$ cat config.mk
export PLATFORM = sky130hd
export DESIGN_NAME = c2_bus_initiator
export DESIGN_NICKNAME = d
export VERILOG_FILES = /design/src/rtl/c2_bus_initiator.sv
export SDC_FILE = /design/constraint.sdc
export NUM_CORES = 1
export LEC_CHECK = 0
export CAP_MARGIN = 20
export CELL_PAD_IN_SITES_DETAIL_PLACEMENT = 1
export CELL_PAD_IN_SITES_GLOBAL_PLACEMENT = 2
export CORE_MARGIN = 5
export CORE_UTILIZATION = 23
export CTS_CLUSTER_SIZE = 28
export DETAILED_ROUTE_END_ITERATION = 10
export PLACE_DENSITY = 0.72
export SLEW_MARGIN = 20
export SYNTH_ARGS = -nofsm -noshare
export SYNTH_HDL_FRONTEND = slang
export SYNTH_SLANG_ARGS = --single-unit
$ cat constraint.sdc
create_clock -name clk -period 3.1 [get_ports clk]
set_input_delay 0.62 -clock clk [delete_from_list [all_inputs] [get_ports clk]]
set_output_delay 0.62 -clock clk [all_outputs]
set_load 0.01 [all_outputs]
$ cat src/rtl/c2_bus_initiator.sv
// Cache-side C2 bus master: serializes one line fill or writeback onto the shared
// command/address/data lines. It then collects the memory response and returns a
// one-cycle completion to the cache. The top level resolves the shared lines using c2_drive.
module c2_bus_initiator #(
  parameter int unsigned MEM_ADDR_SIZE     = 19,
  parameter int unsigned CACHE_OFFSET_SIZE = 4,
  parameter int unsigned LINE_BYTES        = 1 << CACHE_OFFSET_SIZE,
  parameter int unsigned BUS_BYTES         = 2,
  parameter int unsigned BEATS             = LINE_BYTES / BUS_BYTES,
  parameter int unsigned TIMEOUT           = 255
) (
  input  logic                                       clk,
  input  logic                                       rst_n,
  input  logic                                       req_valid,
  output logic                                       req_ready,
  input  logic                                       req_write,
  input  logic [MEM_ADDR_SIZE-CACHE_OFFSET_SIZE-1:0] req_addr,
  input  logic [8*LINE_BYTES-1:0]                    req_wdata,
  output logic                                       rsp_valid,
  output logic                                       rsp_err,
  output logic [8*LINE_BYTES-1:0]                    rsp_rdata,
  output logic [MEM_ADDR_SIZE-CACHE_OFFSET_SIZE-1:0] c2_addr,
  output logic [1:0]                                 c2_cmd_out,
  input  logic [1:0]                                 c2_cmd_in,
  output logic [8*BUS_BYTES-1:0]                     c2_data_out,
  input  logic [8*BUS_BYTES-1:0]                     c2_data_in,
  output logic                                       c2_drive
);

  localparam int unsigned BW    = 8 * BUS_BYTES;
  localparam int unsigned LW    = 8 * LINE_BYTES;
  localparam int unsigned BeatW = $clog2(BEATS);

  localparam logic [BeatW-1:0] LastBeat   = BeatW'(BEATS - 1);
  localparam logic [7:0]       TimeoutCnt = 8'(TIMEOUT);

  typedef enum logic [1:0] {
    CmdNop      = 2'd0,
    CmdResponse = 2'd1,
    CmdRead     = 2'd2,
    CmdWrite    = 2'd3
  } cmd_e;

  typedef enum logic [2:0] {
    StIdle,
    StSendWr,
    StSendRd,
    StWaitRsp,
    StRecvRd,
    StDone
  } state_e;

  state_e           state_q;
  logic             write_q;
  logic [LW-1:0]    wdata_q;
  logic [LW-1:0]    rx_q;
  logic [BeatW-1:0] beat_q;
  logic [7:0]       tmo_q;

  logic [BeatW-1:0] beat_inc;
  logic [LW-1:0]    rx_merged;

  // Next beat index, and the receive buffer with the current bus beat dropped in place
  always_comb begin
    beat_inc  = beat_q + BeatW'(1);
    rx_merged = rx_q;
    rx_merged[BW*int'(beat_q) +: BW] = c2_data_in;
  end

  // Transfer sequencer; all bus and cache-side outputs are registered here
  always_ff @(posedge clk) begin
    if (!rst_n) begin
      state_q     <= StIdle;
      req_ready   <= 1'b1;
      rsp_valid   <= 1'b0;
      rsp_err     <= 1'b0;
      rsp_rdata   <= '0;
      c2_addr     <= '0;
      c2_cmd_out  <= CmdNop;
      c2_data_out <= '0;
      c2_drive    <= 1'b0;
      write_q     <= 1'b0;
      wdata_q     <= '0;
      rx_q        <= '0;
      beat_q      <= '0;
      tmo_q       <= '0;
    end else begin
      rsp_valid <= 1'b0;
      unique case (state_q)
        StIdle: begin
          if (req_valid) begin
            req_ready <= 1'b0;
            write_q   <= req_write;
            wdata_q   <= req_wdata;
            beat_q    <= '0;
            tmo_q     <= '0;
            c2_addr   <= req_addr;
            c2_drive  <= 1'b1;
            if (req_write) begin
              state_q     <= StSendWr;
              c2_cmd_out  <= CmdWrite;
              c2_data_out <= req_wdata[BW-1:0];
            end else begin
              state_q    <= StSendRd;
              c2_cmd_out <= CmdRead;
            end
          end
        end

        StSendRd: begin
          state_q    <= StWaitRsp;
          c2_drive   <= 1'b0;
          c2_cmd_out <= CmdNop;
        end

        StSendWr: begin
          if (beat_q == LastBeat) begin
            state_q     <= StWaitRsp;
            c2_drive    <= 1'b0;
            c2_cmd_out  <= CmdNop;
            c2_data_out <= '0;
          end else begin
            beat_q      <= beat_inc;
            c2_data_out <= wdata_q[BW*int'(beat_inc) +: BW];
          end
        end

        StWaitRsp: begin
          if (c2_cmd_in == CmdResponse) begin
            if (write_q) begin
              state_q   <= StDone;
              rsp_valid <= 1'b1;
              rsp_err   <= 1'b0;
            end else begin
              // The first response beat arrives in this state, so it is captured here
              rx_q[BW-1:0] <= c2_data_in;
              beat_q       <= BeatW'(1);
              state_q      <= StRecvRd;
            end
          end else if (tmo_q == TimeoutCnt) begin
            state_q   <= StDone;
            rsp_valid <= 1'b1;
            rsp_err   <= 1'b1;
          end else if (tmo_q != 8'hFF) begin
            tmo_q <= tmo_q + 8'd1;
          end
        end

        StRecvRd: begin
          if (c2_cmd_in == CmdResponse) begin
            rx_q <= rx_merged;
            if (beat_q == LastBeat) begin
              state_q   <= StDone;
              rsp_valid <= 1'b1;
              rsp_err   <= 1'b0;
              rsp_rdata <= rx_merged;
            end else begin
              beat_q <= beat_inc;
            end
          end else begin
            // Broken burst: report an error and keep the previous line in rsp_rdata
            state_q   <= StDone;
            rsp_valid <= 1'b1;
            rsp_err   <= 1'b1;
          end
        end

        StDone: begin
          state_q   <= StIdle;
          req_ready <= 1'b1;
          rsp_err   <= 1'b0;
        end

        default: begin
          state_q   <= StIdle;
          req_ready <= 1'b1;
          c2_drive  <= 1'b0;
        end
      endcase
    end
  end

endmodule
==> out/qor.csv <==
stage,metric,value,unit
worst_setup_path,startpoint type of the worst setup path,flip-flop,
yosys,number of distinct library cells after synthesis,58,
clocking,post-CTS repair timing setup buffer count,0,
clocking,clock insertion delay at the later pin of the skew report,0.60,ns
sta,RSZ-0062 raised after global routing,no,
worst_setup_path,WP depth,6,
worst_setup_path,R2R cell count,6,
drt,Final Routed Wirelength,70200,um
die,die extent in y,286,um
clocking,number of buffers created by CTS,52,
sta,final hold violation count,0,
global_route,antenna violations before repair,6,
layout,"commonest non-fill, non-tap cell in the layout",nand2_1,
worst_setup_path,count of buffering cells on the critical path with inverters included,1,
placed_design,RePlAce Congestion,0.800,
clocking,clock sink count,436,
global_route,overall overflow remaining after global route,0,
yosys,average footprint of a synthesized cell,8.52,um^2
die,die area,0.0818,mm^2
job,maximum capacitance violations,0,
worst_setup_path,slowest cell delay on critical path,0.65,ns
placed_design,Detail Placement HPWL,50700,um
worst_setup_path,cells traversed along the worst timing path,ha_1 > ha_2 > buf_4 > mux4_2 > a22oi_1 > nand2_1,
layout,proportion of layout cells with a drive suffix above 1,8.86,%
drt,number of routed nets with antenna violations,0,
sta,share of the clock period used by the worst path after layout,91.5,%
drt,detailed-router iteration count before antenna repair,5,
worst_setup_path,Worst path top cell family by delay,adder cells,
die,x dimension of the die,286,um
layout,total number of nets in the final design,2518,
sta,Slew HR,45.4,%
yosys,synthesized instance count,2056,
drt,count of unresolved DRC violations after routing,0,
global_route,global-route wire length before repair,106000,um
layout,Layout Cells excl Fill,3361,
die,standard-cell row count,101,
clocking,clock root cell,clkbuf_16,
sta,Max Freq,353,MHz
global_route,total global routing track utilization,16.5,%
sta,setup-violating endpoint count in the final report,0,
yosys,Yosys top cell by area,dfxtp_1,
drt,routed via count divided by cell count,4.85,
clocking,post-cts resize count,0,
yosys,largest cells by area after synthesis,"dfxtp_1 50%, nand2_1 10%, a21oi_1 9.5%",
global_route,pin count of the biggest net entering global routing,147,
yosys,fraction of registers with async set/reset,0,%
outcome,run status,completed,
die,effective utilization at floorplan,23.1,%
clocking,clk buf depth,3,
yosys,"Net Count, Synth",2229,
drt,drt first-iter violations,969,
worst_setup_path,arrival time worst endpoint,3.28,ns
sta,transition time at the pin with the least slew margin,0.819,ns
die,top-level I/O count,330,
layout,Area Overhead vs Synth,35.7,%
clocking,number of H-tree levels,2,
drt,total vias in the final route,16300,
worst_setup_path,critical-path maximum fanout,11,
clocking,count of hold buffers inserted by post-cts repair,0,
global_route,number of global-route vias before repair,17000,
worst_setup_path,WP data required,3.54,ns
min_path,number of cells traversed by the worst hold path,2,
power_and_ir_drop,Power Dens Cells,569,mW/mm^2
yosys,number of synthesized flops with an enable pin,0,
yosys,Main synth FF type,dfxtp_1,
clocking,clock tree from TritonCTS,yes,
clocking,Clock Pin Slew Worst Setup and Hold Paths,0.06,ns
power_and_ir_drop,peak supply drop,426,uV
sta,max-slew violation total from the final report,0,
sta,Worst Skew,0.0281,ns
sta,min Tclk post-route,2.84,ns
yosys,flip-flop and latch count after synthesis,436,
placed_design,DP Cell Count,3269,
worst_setup_path,cell with the biggest individual delay on the critical path,ha_2,
yosys,portion of the post-synthesis area used by sequential elements,49.8,%
sta,total negative slack for setup checks,0,ns
yosys,area share of the largest cell type after synthesis,49.8,%
worst_setup_path,crit end category,flip-flop,
worst_setup_path,critical path start-end classification,flip-flop to flip-flop,
die,placeable core region,0.0757,mm^2
drt,Routed WL per cell,20.9,um
placed_design,number of input and output port buffers inserted,329,
yosys,synthesized area,0.0175,mm^2
min_path,kind of path behind the tightest hold check,flip-flop to flip-flop,
yosys,Yosys Warn Count,0,
layout,most used cells in the layout excluding fill and tap cells,"476 x nand2_1, 435 x dfxtp_1, 334 x a21oi_1, 328 x clkdlybuf4s50_1, 213 x o21ai_0",
power_and_ir_drop,leakage power,8.14,nW
through the flow:
stage                     hold slack, ns  utilization [%]  power [mW]  worst slack (ns)  instance area (um^2)
after floorplan                    0.425                -        6.84             0.543                 17500
after global placement             0.433             29.2        7.63             0.275                 22100
after detailed placement           0.444             29.2        7.66             0.239                 22100
after CTS                          0.456             31.4        13.8             0.221                 23800
after global routing               0.475             31.4        14.1             0.105                 23800
final                              0.454             31.4        13.5             0.265                 23800
report_power, final:
part / switching [mW] / leakage, nW / internal [mW]
clock network: 2.43 / 0.813 / 3.59
registers: 0.134 / 3.53 / 5.79
logic: 0.924 / 3.79 / 0.664
total: 3.49 / 8.14 / 10.0
worst min-delay path, cell delays in order (launching register included):
cell	delay (ns)
dfxtp_1	0.30
nand2_1	0.05
a21oi_1	0.05
worst paths after layout:
path | start | endpoint | slack (ns)
worst max-delay path | beat_q[1] | c2_data_out[10] | 0.26
worst min-delay path | c2_addr[8] | c2_addr[8] | 0.45
worst max register to register | beat_q[1] | c2_data_out[10] | 0.26
worst min register to register | c2_addr[8] | c2_addr[8] | 0.45
sequential cells by signal, indices dropped and copies added (netlist names):
register / count
rsp_rdata: 128
rsp_valid: 1
beat_q: 3
write_q: 1
state_q: 3
req_ready: 1
c2_data_out: 16
c2_addr: 15
rx_q: 128
c2_cmd_out: 2
rsp_err: 1
c2_drive: 1
wdata_q: 128
tmo_q: 8
synthesized netlist by cell type, types with 4 or more instances:
master	n
a21oi_1	334
a22oi_1	79
a31oi_1	32
a32oi_1	14
and3_1	4
buf_1	8
buf_2	22
clkbuf_1	143
dfxtp_1	436
ha_1	8
inv_1	9
mux2i_1	66
mux4_2	32
nand2_1	476
nand2b_1	23
nand3_1	12
nand4_1	7
nor2_1	45
nor2b_1	21
nor3_1	7
o21ai_0	213
o21ai_1	4
o31a_1	4
o31ai_1	4
or4_1	4
kinds of logic (layout without fill, tap and decap cells):
group,Yosys count,count (layout),synth area share (%)
AO/OA/AOI/OAI,702,702,22.3
XOR/XNOR,1,1,0.0500
adder cells (fa/ha/maj),8,8,0.571
buffers and inverters,186,512,4.23
flip-flops,436,436,49.8
multiplexers,100,100,8.01
other,0,1,0
AND/OR/NAND/NOR,623,623,15.1
metal layers:
layer  up-vias  share of wire (%)  GRT usage [%]
met3        98                6.7           4.59
met5         -               0.11              0
met2       386                 50           29.3
met4         8                2.7           4.34
li1       7783                  -              -
met1      8012                 41           19.6
layout make-up:
cell class                      count  area [um^2]
Clock buffer                       80         1520
Tap cell                          978         1220
Fill cell                        8717        51900
Clock inverter                     11          148
Inverter                           10         42.5
Sequential cell                   436         8730
Multi-Input combinational cell   1434         8110
Antenna cell                        1         2.50
Timing Repair Buffer              411         4000
Power figures use the tool's default switching activity.
